--- src/rtl/ex_muldiv_unit.sv ---
// Iterative HI/LO multiply/divide unit for the EX stage. It owns the architectural
// Hi/Lo registers and stalls ID/EX while a MULT/MULTU/DIV/DIVU iterates.
module ex_muldiv_unit #(
    parameter int DATA_WIDTH = 32
) (
    input  logic                  Clk,
    input  logic                  Reset_n,
    input  logic                  Start_EX,
    input  logic [1:0]            Op_EX,
    input  logic [DATA_WIDTH-1:0] Operand_A_EX,
    input  logic [DATA_WIDTH-1:0] Operand_B_EX,
    input  logic                  Flush_EX,
    output logic                  Stall_ID_EX,
    output logic                  Busy,
    output logic                  Done,
    output logic                  Div_By_Zero,
    output logic [DATA_WIDTH-1:0] Hi,
    output logic [DATA_WIDTH-1:0] Lo
);
    localparam int W  = DATA_WIDTH;
    localparam int CW = $clog2(DATA_WIDTH);

    typedef enum logic [1:0] {
        IDLE   = 2'd0,
        MUL    = 2'd1,
        DIV    = 2'd2,
        FINISH = 2'd3
    } state_t;

    state_t         state_r;
    logic [CW-1:0]  count_r;
    logic [W-1:0]   b_r;
    logic [2*W-1:0] acc_r;
    logic           is_div_r;
    logic           neg_q_r;
    logic           neg_rem_r;
    logic           dbz_r;

    logic           is_signed_s;
    logic           sign_a_s;
    logic           sign_b_s;
    logic [W:0]     mul_sum_s;
    logic [2*W-1:0] mul_next_s;
    logic [W:0]     div_shift_s;
    logic [W:0]     div_diff_s;
    logic [2*W-1:0] div_next_s;
    logic [2*W-1:0] prod_fix_s;
    logic [W-1:0]   hi_res_s;
    logic [W-1:0]   lo_res_s;

    function automatic logic [W-1:0] neg_w(input logic [W-1:0] v);
        neg_w = ~v + {{(W-1){1'b0}}, 1'b1};
    endfunction

    function automatic logic [2*W-1:0] neg_2w(input logic [2*W-1:0] v);
        neg_2w = ~v + {{(2*W-1){1'b0}}, 1'b1};
    endfunction

    function automatic logic [W-1:0] magnitude(input logic [W-1:0] v, input logic is_signed);
        magnitude = (is_signed && v[W-1]) ? neg_w(v) : v;
    endfunction

    assign Stall_ID_EX = ((state_r == IDLE) & Start_EX & ~Flush_EX) |
                         (state_r == MUL) | (state_r == DIV);
    assign Busy        = (state_r != IDLE);

    // Operand decode, one shift-add / restoring shift-subtract step, and sign fix-up.
    always_comb begin
        is_signed_s = ~Op_EX[0];
        sign_a_s    = is_signed_s & Operand_A_EX[W-1];
        sign_b_s    = is_signed_s & Operand_B_EX[W-1];
        // acc_r = {partial product, remaining multiplier bits}
        mul_sum_s   = {1'b0, acc_r[2*W-1:W]} + (acc_r[0] ? {1'b0, b_r} : {(W+1){1'b0}});
        mul_next_s  = {mul_sum_s, acc_r[W-1:1]};
        // acc_r = {partial remainder, dividend bits shifting into quotient}
        div_shift_s = {acc_r[2*W-1:W], acc_r[W-1]};
        div_diff_s  = div_shift_s - {1'b0, b_r};
        if (!div_diff_s[W]) begin
            div_next_s = {div_diff_s[W-1:0], acc_r[W-2:0], 1'b1};
        end else begin
            div_next_s = {div_shift_s[W-1:0], acc_r[W-2:0], 1'b0};
        end
        prod_fix_s = neg_q_r ? neg_2w(acc_r) : acc_r;
        if (is_div_r) begin
            hi_res_s = neg_rem_r ? neg_w(acc_r[2*W-1:W]) : acc_r[2*W-1:W];
            lo_res_s = neg_q_r ? neg_w(acc_r[W-1:0]) : acc_r[W-1:0];
        end else begin
            hi_res_s = prod_fix_s[2*W-1:W];
            lo_res_s = prod_fix_s[W-1:0];
        end
    end

    // Sequencer, iteration datapath and architectural Hi/Lo registers.
    always_ff @(posedge Clk) begin
        if (!Reset_n) begin
            state_r     <= IDLE;
            count_r     <= '0;
            b_r         <= '0;
            acc_r       <= '0;
            is_div_r    <= 1'b0;
            neg_q_r     <= 1'b0;
            neg_rem_r   <= 1'b0;
            dbz_r       <= 1'b0;
            Hi          <= '0;
            Lo          <= '0;
            Done        <= 1'b0;
            Div_By_Zero <= 1'b0;
        end else begin
            Done        <= 1'b0;
            Div_By_Zero <= 1'b0;
            if (Flush_EX) begin
                state_r <= IDLE;
                count_r <= '0;
            end else begin
                case (state_r)
                    IDLE: begin
                        if (Start_EX) begin
                            count_r   <= '0;
                            b_r       <= magnitude(Operand_B_EX, is_signed_s);
                            is_div_r  <= Op_EX[1];
                            acc_r     <= {{W{1'b0}}, magnitude(Operand_A_EX, is_signed_s)};
                            neg_q_r   <= sign_a_s ^ sign_b_s;
                            neg_rem_r <= sign_a_s;
                            dbz_r     <= 1'b0;
                            if (Op_EX[1] && (Operand_B_EX == {W{1'b0}})) begin
                                // Divide by zero: Hi = A, Lo = all ones, no iterations.
                                acc_r     <= {Operand_A_EX, {W{1'b1}}};
                                neg_q_r   <= 1'b0;
                                neg_rem_r <= 1'b0;
                                dbz_r     <= 1'b1;
                                state_r   <= FINISH;
                            end else if (Op_EX[1]) begin
                                state_r <= DIV;
                            end else begin
                                state_r <= MUL;
                            end
                        end
                    end
                    MUL, DIV: begin
                        acc_r <= (state_r == MUL) ? mul_next_s : div_next_s;
                        if (count_r == CW'(W-1)) begin
                            count_r <= '0;
                            state_r <= FINISH;
                        end else begin
                            count_r <= count_r + {{(CW-1){1'b0}}, 1'b1};
                        end
                    end
                    FINISH: begin
                        Hi          <= hi_res_s;
                        Lo          <= lo_res_s;
                        Done        <= 1'b1;
                        Div_By_Zero <= dbz_r;
                        state_r     <= IDLE;
                    end
                    default: begin
                        state_r <= IDLE;
                    end
                endcase
            end
        end
    end
endmodule

--- config.mk ---
export PLATFORM = sky130hd
export DESIGN_NAME = ex_muldiv_unit
export DESIGN_NICKNAME = d
export VERILOG_FILES = /design/src/rtl/ex_muldiv_unit.sv
export SDC_FILE = /design/constraint.sdc
export NUM_CORES = 1
export LEC_CHECK = 0
export ABC_AREA = 1
export CORE_MARGIN = 2
export CORE_UTILIZATION = 40
export DETAILED_ROUTE_END_ITERATION = 12
export PLACE_DENSITY_LB_ADDON = 0.3
export SLEW_MARGIN = 10
export SYNTH_ARGS = -nofsm -noshare
export SYNTH_HDL_FRONTEND = slang
export SYNTH_SLANG_ARGS = --single-unit
--- constraint.sdc ---
create_clock -name Clk -period 4.67 [get_ports Clk]
set_input_delay 0.7005 -clock Clk [delete_from_list [all_inputs] [get_ports Clk]]
set_output_delay 0.7005 -clock Clk [all_outputs]
set_load 0.03 [all_outputs]
==> impl_metrics.json, run 1 <==
{
  "grt_antenna_before_repair": 0,
  "rsz0062_at_grt": "no",
  "synth_nets": 3215,
  "synth_area_leader_cell": "dfxtp_1",
  "power.internal_mw": 2.84,
  "path_cells": "buf_4 -> nand2_1 -> inv_1 -> ha_1 -> nand2_1 -> nor2_1 -> nand3_1 -> o21ai_0 -> nand2_1 -> nand3_1 -> nand3_1 -> nand2_1 -> nand2_1 -> a21oi_1",
  "syn2layout_area_growth_pct": 14.3,
  "place_congestion": 1.05,
  "slowest_stage": "dfxtp_1",
  "avgSynthCellArea_um2": 5.54,
  "die_h_um": 210,
  "synth_most_common_cell": "nand2_1",
  "grt_remaining_overflow": 0,
  "synth_seq_cells": 173,
  "synth_area_leaders": "dfxtp_1 (20%), nand2_1 (18%), inv_1 (11%), a21oi_1 (8.0%), nor2_1 (7.5%)",
  "path_buf_inv": 2,
  "cts_tree": "yes",
  "cts_setup_buffers": 0,
  "finalMaxSlewViolations": 0,
  "synth_top_area_frac": 0.204,
  "worstPathRequired_ns": 5.11,
  "hold_viol_final": 0,
  "cts-htree-levels": 4,
  "wl_per_cell_um": 20.2,
  "nFillCells": 4647,
  "ff_latch_area_um2": 3460,
  "clk_latency_ns": 0.51,
  "yosysWarnings": 0,
  "relSlewSlack": 0.273,
  "grt_use_total": 0.338,
  "vdd_drop_max_v": 0.000284,
  "totalWireLength_um": 74900,
  "setup_viol": 0,
  "p_comb_frac": 0.406,
  "die_area_um2": 44200,
  "reg2reg_from": "acc_r[0]$_SDFFE_PN0P_",
  "drive_gt1_frac": 0.0301,
  "final_util": 0.464,
  "critical_path.startpoint": "acc_r[0]$_SDFFE_PN0P_",
  "min_period_over_period": 0.773,
  "final_net_count": 3296,
  "p_sw_frac": 0.441,
  "maxCapViolations": 0,
  "initial_core_util": 0.405,
  "clkPwrFrac": 0.270,
  "vias_per_cell": 5.56,
  "dp_hpwl_um": 59200,
  "drc": 0,
  "path_clk_slew_ns": 0.08,
  "worst_pin_slew_ns": 1.09,
  "postRouteAntennaNets": 0,
  "core.rowCount": 75,
  "io_pins": 138,
  "critPathMaxFanout": 23,
  "grt_max_degree": 104,
  "drtIter0Drc": 2425,
  "cts_resized": 0,
  "slowest_delay_ns": 0.86,
  "io_buffers": 137,
  "clkSinkCount": 173,
  "cpLargestDelayFamily": "simple AND/OR/NAND/NOR gates",
  "vias": 20600,
  "clock-root-buffer": "clkbuf_16",
  "crit_top_cell": "nand2_1",
  "end_kind": "flop",
  "leakage_nw": 9.93,
  "first_global_vias": 18900,
  "ys.flop_type": "dfxtp_1",
  "yosysUniqueCellTypes": 45,
  "core_area_um2": 41900,
  "worst-endpoint-arrival_ns": 4.05,
  "drt_pass1_iterations": 6,
  "p_seq_frac": 0.323,
  "synthTopCellsByCount": "nand2_1 (836), inv_1 (491), nor2_1 (339), a21oi_1 (271), o21ai_0 (247)",
  "hp-class": "flop to flop",
  "final.setup.tns_ns": 0,
  "layout_min_cycle_time_ns": 3.61,
  "syn_inst": 3069,
  "p_per_area_nw_per_um2": 261,
  "startpoint_type": "flop",
  "multiInputGateArea_um2": 11200,
  "max_freq_mhz": 277,
  "grt_pass1_wl_um": 113000,
  "switchingPower_mw": 2.24,
  "fin_total_pwr_mw": 5.08,
  "status": "finished clean",
  "cts_buffers": 17,
  "synthArstFlopShare": 0,
  "num_antenna_cells": 0,
  "synth-edff-count": 0,
  "syn_area_um2": 17000,
  "yosysSeqAreaShare": 0.204,
  "hold_path_startpoint": "count_r[4]$_SDFFE_PP0P_",
  "holdBufCountCts": 0,
  "cts_buffer_depth": 2,
  "crit_type": "flop to flop",
  "die_w_um": 210,
  "skew_ns": 0.0164
}
-- metrics by stage --
step	hold WS [ns]	cells	worst slack, ns	area [um2]
6_report	0.472	3700	1.06	19400
5_1_grt	0.493	3700	0.890	19400
4_1_cts	0.476	3700	1.26	19400
3_5_place_dp	0.467	3670	1.10	18900
3_3_place_gp	0.456	3670	1.24	18900
2_1_floorplan	0.425	3069	2.11	17000
-- tightest hold or removal path, delay by kind of cell (launching register included) --
family	cells	cell delay, ns
flip-flops	1	0.31
AO/OA/AOI/OAI	1	0.05
AND/OR/NAND/NOR	1	0.06
-- power by group through the flow --
stage | combinational (mW) | sequential, mW | clock [mW]
detailed placement | 2.00 | 1.67 | 0
global route | 2.27 | 1.65 | 1.44
finish | 2.07 | 1.64 | 1.38
CTS | 2.01 | 1.64 | 1.39
floorplan | 1.31 | 1.63 | 0
global placement | 1.99 | 1.67 | 0
-- metal layers --
metal / GRT usage / wire (um) / vias to the layer above
met3: 0.0612 / 6920 / 131
met5: 0 / 0 / -
met4: 0.115 / 2400 / 0
li1: - / - / 10000
met1: 0.488 / 34500 / 9455
met2: 0.504 / 31100 / 950
-- layout by cell type, fill, tap and decap left out, drive strengths merged --
master	count
a211oi	1
a21boi	1
a21o	5
a21oi	271
a31oi	9
and2	6
and3	2
buf	41
clkbuf	22
clkdlybuf4s50	136
clkinv	4
clkinvlp	3
dfxtp	173
fa	2
ha	74
inv	498
nand2	836
nand3	225
nand3b	16
nand4	42
nor2	340
nor3	49
nor3b	2
nor4	8
o2111ai	7
o211ai	27
o21a	4
o21ai	250
o21bai	5
o221ai	22
o22ai	1
o311ai	1
o31ai	4
o41ai	1
or2	9
xnor2	11
xor2	53
-- kinds of logic after synthesis --
kind of cell	count (synthesis)	share of synthesized area
adder cells (fa/ha/maj)	76	0.0568
XOR/XNOR	64	0.0330
AND/OR/NAND/NOR	1535	0.377
AO/OA/AOI/OAI	609	0.194
buffers and inverters	612	0.136
flip-flops	173	0.204
-- cell type report --
class,instances,area share
clock inverter,8,0.00322
sequential,173,0.178
timing repair buffer,177,0.0863
multi-input combinational,2284,0.578
inverter,497,0.0959
clock buffer,22,0.0234
tap,539,0.0347
-- final timing paths --
kind                            depth (start not counted)                 endpoint  slack, ns
worst max-delay path                                   14   acc_r[61]$_SDFFE_PN0P_       1.06
worst min-delay path                                    2  count_r[4]$_SDFFE_PP0P_       0.47
worst max register to register                         14   acc_r[61]$_SDFFE_PN0P_       1.06
worst min register to register                          2  count_r[4]$_SDFFE_PP0P_       0.47
-- sequential cells by signal, summed over array words and instances, names as in the netlist, 2 cells and up --
name     count
Hi          32
Lo          32
state_r      2
count_r      5
acc_r       64
b_r         32
Note: power is estimated with default switching activity, not from simulation.
==> inputs of run 2 (changes only) <==
==> constraint.sdc (replaced) <==
create_clock -name Clk -period 3.3 [get_ports Clk]
set_input_delay 0.495 -clock Clk [delete_from_list [all_inputs] [get_ports Clk]]
set_output_delay 0.495 -clock Clk [all_outputs]
set_load 0.03 [all_outputs]
==> impl_metrics.json, run 2 (synthesis results as in run 1) <==
{
  "status": "finished clean",
  "final_cells": 3743,
  "place_congestion": 1.01,
  "first_global_vias": 19300,
  "worstPathRequired_ns": 3.73,
  "reg2regPathDepth": 15,
  "hp-class": "input port to flop",
  "hold_ws_ns": 0.441,
  "critPathMaxFanout": 9,
  "path_clk_slew_ns": 0.07,
  "layout_commonest_cell": "nand2_1",
  "die_area_um2": 44200,
  "dp_cells": 3711,
  "core.rowCount": 75,
  "skew_ns": 0.0161,
  "num_antenna_cells": 0,
  "leakage_nw": 10.2,
  "syn2layout_area_growth_pct": 16.8,
  "dp_hpwl_um": 61200,
  "cts_tree": "yes",
  "finalMaxSlewViolations": 0,
  "clock-root-buffer": "clkbuf_16",
  "worst_slack_ns": 0.121,
  "grt_remaining_overflow": 0,
  "die_w_um": 210,
  "regMostFlops": "acc_r",
  "grt_max_degree": 113,
  "vdd_drop_max_v": 0.000456,
  "clk_latency_ns": 0.51,
  "hold_viol_final": 0,
  "met2_usage": 0.521,
  "p_comb_frac": 0.404,
  "worst-endpoint-arrival_ns": 3.61,
  "startpoint_type": "flop",
  "cts_setup_buffers": 0,
  "cts_buffer_depth": 2,
  "core_area_um2": 41900,
  "rsz0062_at_grt": "no",
  "drt_pass1_iterations": 6,
  "switchingPower_mw": 3.23,
  "end_kind": "flop",
  "pre_cts_slack_ns": 0.149,
  "setup_viol": 0,
  "grt_use_met3": 0.0530,
  "totalWireLength_um": 75600,
  "grt.met1_usage": 0.496,
  "drtIter0Drc": 2474,
  "hold_path_startpoint": "Reset_n",
  "p_seq_frac": 0.309,
  "grt_pass1_wl_um": 115000,
  "power.internal_mw": 4.26,
  "layout_min_cycle_time_ns": 3.18,
  "vias": 20800,
  "cts-htree-levels": 4,
  "min_period_over_period": 0.963,
  "hold_depth": 3,
  "largest_reg_flops": 64,
  "crit_end": "acc_r[53]$_SDFFE_PN0P_",
  "p_sw_frac": 0.431,
  "fin_total_pwr_mw": 7.49,
  "drive_gt1_frac": 0.0449,
  "r2r_slack_ns": 0.12,
  "final.setup.tns_ns": 0,
  "final_net_count": 3337,
  "postRouteAntennaNets": 0,
  "reg2reg_to": "acc_r[53]$_SDFFE_PN0P_",
  "grt.busiest_layer": "met2",
  "clkSinkCount": 173,
  "worst_pin_slew_ns": 1.12,
  "critical_path.startpoint": "acc_r[0]$_SDFFE_PN0P_",
  "grt_antenna_before_repair": 1,
  "p_per_area_nw_per_um2": 377,
  "clkPwrFrac": 0.287,
  "holdBufCountCts": 0,
  "die_h_um": 210,
  "drc": 0,
  "wl_per_cell_um": 20.2,
  "most-common-layout-cells": "nand2_1 (836), inv_1 (491), nor2_1 (334), a21oi_1 (271), o21ai_0 (247)",
  "io_pins": 138,
  "vias_per_cell": 5.56,
  "initial_core_util": 0.405,
  "grt_use_total": 0.343,
  "crit_type": "flop to flop",
  "nFillCells": 4552,
  "cts_buffers": 17,
  "maxCapViolations": 0,
  "max_freq_mhz": 315,
  "reg2reg_from": "acc_r[0]$_SDFFE_PN0P_",
  "relSlewSlack": 0.253,
  "io_buffers": 137
}
-- run 2: cell count changes in the layout (fill, tap and decap cells not counted), moves of 2 or more --
cell / change
clkbuf_1: -3
buf_4: +40
clkinv_4: -2
bufinv_16: +2
buf_12: +2
inv_8: +3
-- run 2: cell type report --
class / count / area (um2) / area share
inverters: 497 / 1870 / 0.0939
multi-input cells: 2284 / 11300 / 0.567
flip-flops and latches: 173 / 3460 / 0.174
clock inverters: 13 / 153 / 0.00769
clock buffers: 19 / 443 / 0.0223
well taps: 539 / 674 / 0.0340
repair buffers: 218 / 2010 / 0.101
-- run 2: timing repair --
| item | CTS | global route |
|---|---|---|
| endpoints found under the setup margin | 0 | 6 |
| gates resized for setup | 0 | 2 |
| hold endpoints to repair | 0 | 0 |
-- run 2: through the flow --
stage / util / cell area, um2
after floorplan: - / 17000
after global placement: 0.459 / 19300
after detailed placement: 0.459 / 19300
after CTS: 0.473 / 19900
after global routing: 0.473 / 19900
final: 0.473 / 19900
-- run 2: layer usage --
layer | wire length (um) | share of wire | vias up
li1 | - | - | 10100
met1 | 34700 | 0.46 | 9608
met2 | 31900 | 0.42 | 961
met3 | 6830 | 0.090 | 110
met4 | 2190 | 0.029 | 0
met5 | 0 | 0 | -
-- run 2: power by group through the flow --
stage | clock [mW] | sequential, mW | combinational (mW)
floorplan | 0 | 2.30 | 1.85
global placement | 0 | 2.36 | 2.92
detailed placement | 0 | 2.36 | 2.93
CTS | 2.19 | 2.31 | 2.94
global route | 2.26 | 2.32 | 3.31
finish | 2.15 | 2.31 | 3.02
-- run 2: how the worst min path moves through the flow --
stage	slack (ns)	endpoint
after floorplan	0.42	Div_By_Zero$_SDFF_PP0_
after global placement	0.46	count_r[4]$_SDFFE_PP0P_
after detailed placement	0.47	count_r[4]$_SDFFE_PP0P_
after CTS	0.41	b_r[31]$_SDFFE_PN0P_
after global routing	0.48	b_r[31]$_SDFFE_PN0P_
final	0.44	b_r[31]$_SDFFE_PN0P_
-- run 2: worst max-delay path: stages, from the launching register on --
cell,delay [ns]
dfxtp_2,0.40
buf_4,0.19
buf_4,0.17
nand2_1,0.08
inv_1,0.06
ha_1,0.36
nand2_1,0.11
nor2_1,0.24
nand3_1,0.10
o21ai_0,0.60
nand2_1,0.15
nand3b_1,0.12
nand3_1,0.20
nand2_1,0.13
nand2_1,0.05
a21oi_1,0.14
